### config.mk
export PLATFORM = sky130hd
export DESIGN_NAME = fadd_arbiter_flat
export DESIGN_NICKNAME = d
export VERILOG_FILES = /design/src/rtl/fadd_arbiter_if.sv /design/src/rtl/fadd_arbiter.sv /design/src/flat_wrapper.sv
export SDC_FILE = /design/constraint.sdc
export NUM_CORES = 1
export LEC_CHECK = 0
export BUFFER_PORTS_ARGS = -buffer_cell sky130_fd_sc_hd__buf_2
export CAP_MARGIN = 40
export CORE_AREA = 2 2 267 269
export CTS_CLUSTER_DIAMETER = 120
export DETAILED_ROUTE_END_ITERATION = 8
export DIE_AREA = 0 0 269 271
export PLACE_DENSITY_LB_ADDON = 0.3
export SETUP_SLACK_MARGIN = 0.15
export SKIP_CTS_REPAIR_TIMING = 1
export SYNTH_ARGS = -nofsm -noshare
export SYNTH_HDL_FRONTEND = slang
export SYNTH_SLANG_ARGS = --single-unit
### constraint.sdc
create_clock -name clk_i -period 1.5 [get_ports clk_i]
set_clock_uncertainty 0.05 [all_clocks]
set_input_delay 0.225 -clock clk_i [delete_from_list [all_inputs] [get_ports clk_i]]
set_output_delay 0.225 -clock clk_i [all_outputs]
set_load 0.03 [all_outputs]
### src/rtl/fadd_arbiter_if.sv
// Request / adder / result bundle for fadd_arbiter.
// master: requesters, adder and result consumer.  slave: the arbiter itself.
interface fadd_arbiter_if #(
    parameter int FLEN = 32,
    parameter int TAGW = 5
);
    localparam int NEXP     = (FLEN == 64) ? 11 : 8;
    localparam int NSIG     = (FLEN == 64) ? 52 : 23;
    localparam int NFULLSIG = 2 * NSIG + 1;
    localparam int OPW      = FLEN + (NEXP + 3) + (NFULLSIG + 1) + 6;

    logic [1:0]        req_valid_i;
    logic [1:0]        req_ready_o;
    logic [2*OPW-1:0]  req_a_i;
    logic [2*OPW-1:0]  req_b_i;
    logic [5:0]        req_rm_i;
    logic [1:0]        req_sub_i;
    logic [2*TAGW-1:0] req_tag_i;

    logic [OPW-1:0]    add_rs1_o;
    logic [OPW-1:0]    add_rs2_o;
    logic [2:0]        add_rm_o;
    logic [FLEN-1:0]   add_res_i;

    logic              res_valid_o;
    logic              res_ready_i;
    logic [FLEN-1:0]   res_data_o;
    logic              res_id_o;
    logic [TAGW-1:0]   res_tag_o;

    modport master (
        output req_valid_i, req_a_i, req_b_i, req_rm_i, req_sub_i, req_tag_i,
        output add_res_i, res_ready_i,
        input  req_ready_o, add_rs1_o, add_rs2_o, add_rm_o,
        input  res_valid_o, res_data_o, res_id_o, res_tag_o
    );

    modport slave (
        input  req_valid_i, req_a_i, req_b_i, req_rm_i, req_sub_i, req_tag_i,
        input  add_res_i, res_ready_i,
        output req_ready_o, add_rs1_o, add_rs2_o, add_rm_o,
        output res_valid_o, res_data_o, res_id_o, res_tag_o
    );
endinterface

### src/rtl/fadd_arbiter.sv
// fadd_arbiter: shares one combinational FP adder between FADD/FSUB issue (req0)
// and FMA post-multiply (req1). Applies the subtract sign flip on rs2 and
// registers the adder result together with requester id and tag.
// Build option: FADD_ARB_FMA_PRIO_EN -> req1 always wins a tie (no round-robin).
module fadd_arbiter #(
    parameter int FLEN = 32,
    parameter int TAGW = 5
) (
    input  logic          clk_i,
    input  logic          rst_i,
    fadd_arbiter_if.slave bus
);
    localparam int NEXP     = (FLEN == 64) ? 11 : 8;
    localparam int NSIG     = (FLEN == 64) ? 52 : 23;
    localparam int NFULLSIG = 2 * NSIG + 1;
    localparam int OPW      = FLEN + (NEXP + 3) + (NFULLSIG + 1) + 6;

    logic [1:0]      grant;
    logic            sel;
    logic            slot_free;
    logic            accept;
    logic [OPW-1:0]  rs2_sel;

    logic            res_valid_q;
    logic [FLEN-1:0] res_data_q;
    logic            res_id_q;
    logic [TAGW-1:0] res_tag_q;

`ifndef FADD_ARB_FMA_PRIO_EN
    logic            rr_last;
`endif

    // Pick the winner among valid requesters; computed even while stalled so it stays stable.
    always_comb begin
        // NOTE: every signal written here gets a default first so no path leaves it unassigned (no latch).
        grant = 2'b00;
        case (bus.req_valid_i)
            2'b01:   grant = 2'b01;
            2'b10:   grant = 2'b10;
            2'b11: begin
`ifdef FADD_ARB_FMA_PRIO_EN
                grant = 2'b10;
`else
                grant = rr_last ? 2'b01 : 2'b10;
`endif
            end
            default: grant = 2'b00;
        endcase
    end

    assign sel         = grant[1];
    assign slot_free   = !res_valid_q || bus.res_ready_i;
    assign bus.req_ready_o = (slot_free && !rst_i) ? grant : 2'b00;
    assign accept      = |bus.req_ready_o;

    // Route the selected requester to the adder; subtract flips only the rs2 raw sign bit.
    always_comb begin
        rs2_sel          = sel ? bus.req_b_i[OPW +: OPW] : bus.req_b_i[0 +: OPW];
        rs2_sel[OPW-1]   = rs2_sel[OPW-1] ^ bus.req_sub_i[sel];
        bus.add_rs1_o    = sel ? bus.req_a_i[OPW +: OPW] : bus.req_a_i[0 +: OPW];
        bus.add_rs2_o    = rs2_sel;
        bus.add_rm_o     = sel ? bus.req_rm_i[5:3] : bus.req_rm_i[2:0];
    end

`ifndef FADD_ARB_FMA_PRIO_EN
    // Remember the last accepted requester; idle and stalled cycles leave it alone.
    always_ff @(posedge clk_i) begin
        // NOTE: state registers use non-blocking assignment so all flops sample pre-edge values.
        if (rst_i) begin
            rr_last <= 1'b1;
        end else if (accept) begin
            rr_last <= sel;
        end
    end
`endif

    // Result register: load on accept, else drop valid when consumed; data/id/tag hold.
    always_ff @(posedge clk_i) begin
        if (rst_i) begin
            res_valid_q <= 1'b0;
            res_data_q  <= '0;
            res_id_q    <= 1'b0;
            res_tag_q   <= '0;
        end else if (accept) begin
            res_valid_q <= 1'b1;
            res_data_q  <= bus.add_res_i;
            res_id_q    <= sel;
            res_tag_q   <= sel ? bus.req_tag_i[TAGW +: TAGW] : bus.req_tag_i[0 +: TAGW];
        end else if (bus.res_ready_i) begin
            res_valid_q <= 1'b0;
        end
    end

    assign bus.res_valid_o = res_valid_q;
    assign bus.res_data_o  = res_data_q;
    assign bus.res_id_o    = res_id_q;
    assign bus.res_tag_o   = res_tag_q;
endmodule

### src/flat_wrapper.sv
// flat-port wrapper written by rule: the top's interface ports become plain ports
module fadd_arbiter_flat 
#(
    parameter int FLEN = 32,
    parameter int TAGW = 5
)
  (clk_i, rst_i, bus_req_valid_i, bus_req_a_i, bus_req_b_i, bus_req_rm_i, bus_req_sub_i, bus_req_tag_i, bus_add_res_i, bus_res_ready_i, bus_req_ready_o, bus_add_rs1_o, bus_add_rs2_o, bus_add_rm_o, bus_res_valid_o, bus_res_data_o, bus_res_id_o, bus_res_tag_o);
  fadd_arbiter_if #(.FLEN(FLEN), .TAGW(TAGW)) bus_i ();
  input  logic clk_i;
  input  logic rst_i;
  input wire logic [$bits(bus_i.req_valid_i)-1:0] bus_req_valid_i;
  input wire logic [$bits(bus_i.req_a_i)-1:0] bus_req_a_i;
  input wire logic [$bits(bus_i.req_b_i)-1:0] bus_req_b_i;
  input wire logic [$bits(bus_i.req_rm_i)-1:0] bus_req_rm_i;
  input wire logic [$bits(bus_i.req_sub_i)-1:0] bus_req_sub_i;
  input wire logic [$bits(bus_i.req_tag_i)-1:0] bus_req_tag_i;
  input wire logic [$bits(bus_i.add_res_i)-1:0] bus_add_res_i;
  input wire logic [$bits(bus_i.res_ready_i)-1:0] bus_res_ready_i;
  output wire logic [$bits(bus_i.req_ready_o)-1:0] bus_req_ready_o;
  output wire logic [$bits(bus_i.add_rs1_o)-1:0] bus_add_rs1_o;
  output wire logic [$bits(bus_i.add_rs2_o)-1:0] bus_add_rs2_o;
  output wire logic [$bits(bus_i.add_rm_o)-1:0] bus_add_rm_o;
  output wire logic [$bits(bus_i.res_valid_o)-1:0] bus_res_valid_o;
  output wire logic [$bits(bus_i.res_data_o)-1:0] bus_res_data_o;
  output wire logic [$bits(bus_i.res_id_o)-1:0] bus_res_id_o;
  output wire logic [$bits(bus_i.res_tag_o)-1:0] bus_res_tag_o;
  assign bus_i.req_valid_i = bus_req_valid_i;
  assign bus_i.req_a_i = bus_req_a_i;
  assign bus_i.req_b_i = bus_req_b_i;
  assign bus_i.req_rm_i = bus_req_rm_i;
  assign bus_i.req_sub_i = bus_req_sub_i;
  assign bus_i.req_tag_i = bus_req_tag_i;
  assign bus_i.add_res_i = bus_add_res_i;
  assign bus_i.res_ready_i = bus_res_ready_i;
  assign bus_req_ready_o = bus_i.req_ready_o;
  assign bus_add_rs1_o = bus_i.add_rs1_o;
  assign bus_add_rs2_o = bus_i.add_rs2_o;
  assign bus_add_rm_o = bus_i.add_rm_o;
  assign bus_res_valid_o = bus_i.res_valid_o;
  assign bus_res_data_o = bus_i.res_data_o;
  assign bus_res_id_o = bus_i.res_id_o;
  assign bus_res_tag_o = bus_i.res_tag_o;
  fadd_arbiter #(.FLEN(FLEN), .TAGW(TAGW)) u_core (.clk_i(clk_i), .rst_i(rst_i), .bus(bus_i));
endmodule
==> summary.txt <==
Commonest non-fill, non-tap cell in the layout -> buf_2
I/O pin cnt -> 681
Mean Syn Cell Area -> 9.84 µm²
Die Width -> 269 µm
Max_cap viols -> 0
Final worst path period share -> 146%
Worst hold path class -> in2reg
Filler cell count -> 8005
CTS sink cnt -> 40
Final setup TNS -> -124.34 ns
Final ANT Viol Nets -> 0
WP buf/inv -> 4
Seq/Total Area, Yosys -> 19.4%
H-tree depth -> 2
Worst-path clk slew -> 0.07 ns
Slowest cell on the critical path -> dfxtp_4
Met3 usage -> 5.14%
Port bufs -> 680
Grt ovf -> 0
Die Span Y -> 271 µm
Post-DR wirelength/cell -> 20.9 µm
Post-Route WL -> 43000 µm
Root buf cell -> clkbuf_16
Layout Utilization -> 15.0%
Slew HR -> 73.5%
Clock tree from TritonCTS -> built
Ys Warns -> 0
Total power draw -> 6910 µW
Clock latency on the worst-skew pair -> 0.30 ns
Total number of vias -> 6462
Vias in the first global route -> 6464
Synth-to-Final Area Change -> 153%
Peak VDD IR -> 0.000591 V
Fin. Hold Viols -> 0
M2 GR Usage -> 18.8%
Post-Syn Area -> 4120 µm²
Slowest cell delay on critical path -> 0.36 ns
Initial antenna violation count -> 18
Unrepaired setup endpoints after global routing -> true
Commonest non-fill, non-tap cells in the layout -> buf_2, mux2_4, mux2_2
Residual DRC -> 0
Pleak -> 0.00522 µW
Slew @ Worst Pin -> 0.398 ns
Initial DRC Count -> 212
Arr. time, crit path -> 1.92 ns
Number of CTS-inserted buffers -> 5
Yosys reg bits -> 40
Global-route total usage across every layer -> 10.4%
Final Wtd Congestion -> 0.920
FMAX -> 456 MHz
Pwr dens -> 662 nW/µm²
Worst-path cell chain -> a21boi_4 -> buf_12 -> buf_16 -> buf_4 -> mux2_2 -> buf_4
DIE AREA -> 72900 µm²
Post-Syn Instances -> 419
Met1 Usage GRT -> 10.7%
GR peak layer -> met2
Core Rows -> 97
Endpoints failing setup -> 201
Req. time, crit path -> 1.22 ns
Vias per cell -> 3.15
TritonRoute pass-1 iters -> 4
CP endpoint kind -> primary output
Failing checks -> setup timing
Share of post-route cells with drive strength above 1 -> 85.3%
Global-route wire length before repair -> 51800 µm
Initial core utilization -> 5.91%
Final WS setup -> -0.695 ns
Crit path time final -> 2.19 ns
Worst setup path class -> reg2out
Post-Syn Nets -> 862
Synth unique cells -> 27
Critical path peak fanout -> 15
Crit start category -> flop
Core footprint -> 69800 µm²
Slew Viols, Final -> 0
Crit path top cell by count -> buf_4
CTS max path bufs -> 2
Largest net degree at the start of global routing -> 41
Final net count -> 1552
Hpwl dp -> 38400 µm
CP top delay family -> buffers and inverters
Status -> complete, but fails checks
==> where the power goes <==
group / internal [µW] / switching [µW]
clock: 793 / 532
sequential: 1130 / 36.2
combinational: 1970 / 2450
total: 3890 / 3020
==> path summary, 6_finish.rpt <==
path | from | end | slack, ns | cells after the start
worst min-delay path | bus_add_res_i[3] | u_core.bus.res_data_o[3] | 0.13 | 3
worst max register to register | u_core.rr_last | u_core.bus.res_tag_o[3] | -0.08 | 6
worst max-delay path | u_core.rr_last | bus_add_rs2_o[10] | -0.69 | 6
worst min register to register | u_core.bus.res_data_o[19] | u_core.bus.res_data_o[19] | 0.42 | 2
==> cell families after synthesis <==
group / after synthesis / synth area share [%]
flip-flops: 40 / 19.4
AND/OR/NAND/NOR: 42 / 6.10
buffers and inverters: 52 / 6.74
multiplexers: 201 / 54.7
AO/OA/AOI/OAI: 82 / 12.6
XOR/XNOR: 2 / 0.425
==> cell usage after synthesis <==
library cell	count	area share, %
o311ai_0	1	0.21
xnor2_1	1	0.21
xor2_1	1	0.21
nor2b_1	1	0.15
a211oi_1	5	0.91
nand3_1	1	0.12
and3_1	1	0.15
a31oi_1	5	0.76
nand4_1	32	4.9
nor2_1	1	0.091
buf_1	7	0.64
buf_2	9	1.1
a21boi_2	1	0.27
dfxtp_1	40	19
a21oi_1	34	4.1
mux2i_1	5	1.2
o31ai_1	32	5.8
mux2_2	186	51
mux2_1	10	2.7
nor3_1	2	0.24
o21ai_0	4	0.49
buf_4	19	3.5
inv_1	3	0.27
or2_2	1	0.15
nand2_1	2	0.18
clkbuf_1	14	1.3
nand2b_1	1	0.15
==> area by class of cell <==
| class | instances | area, µm² | share of cell area [%] |
|---|---|---|---|
| clock inverter | 3 | 46.3 | 0.443 |
| sequential | 40 | 806 | 7.71 |
| antenna | 4 | 10.0 | 0.0958 |
| multi-input combinational | 327 | 3590 | 34.4 |
| timing repair buffer | 732 | 4680 | 44.8 |
| inverter | 3 | 11.3 | 0.108 |
| clock buffer | 5 | 125 | 1.20 |
| tap | 940 | 1180 | 11.3 |
==> worst reg2reg max path: stages, from the launching register on <==
cell and delay [ns]:
dfxtp_4 0.36, a21boi_4 0.17, buf_12 0.16, buf_16 0.18, buf_6 0.19, mux2i_2 0.26, a211oi_1 0.10
==> flip-flops by register name (all words and copies together), names as in the netlist <==
register                cells
u_core.bus.res_id_o         1
u_core.bus.res_data_o      32
u_core.bus.res_tag_o        5
u_core.rr_last              1
u_core.bus.res_valid_o      1
==> layer usage <==
metal  wire length (µm)  up-vias
met3               5750       49
li1                   -     2998
met2              21300      411
met1              15000     2998
met4                962        6
met5                 38        -
==> stage by stage <==
step	cells	cell area [µm²]	worst slack, ns	hold WS (ns)
finish	2054	10500	-0.695	0.127
global route	2052	10400	-0.741	0.124
CTS	2037	9480	-0.770	0.112
detailed placement	2029	9310	-0.472	0.410
global placement	2029	9310	-0.454	0.403
floorplan	419	4570	-0.0548	0.323
(Power assumes the default switching activity.)
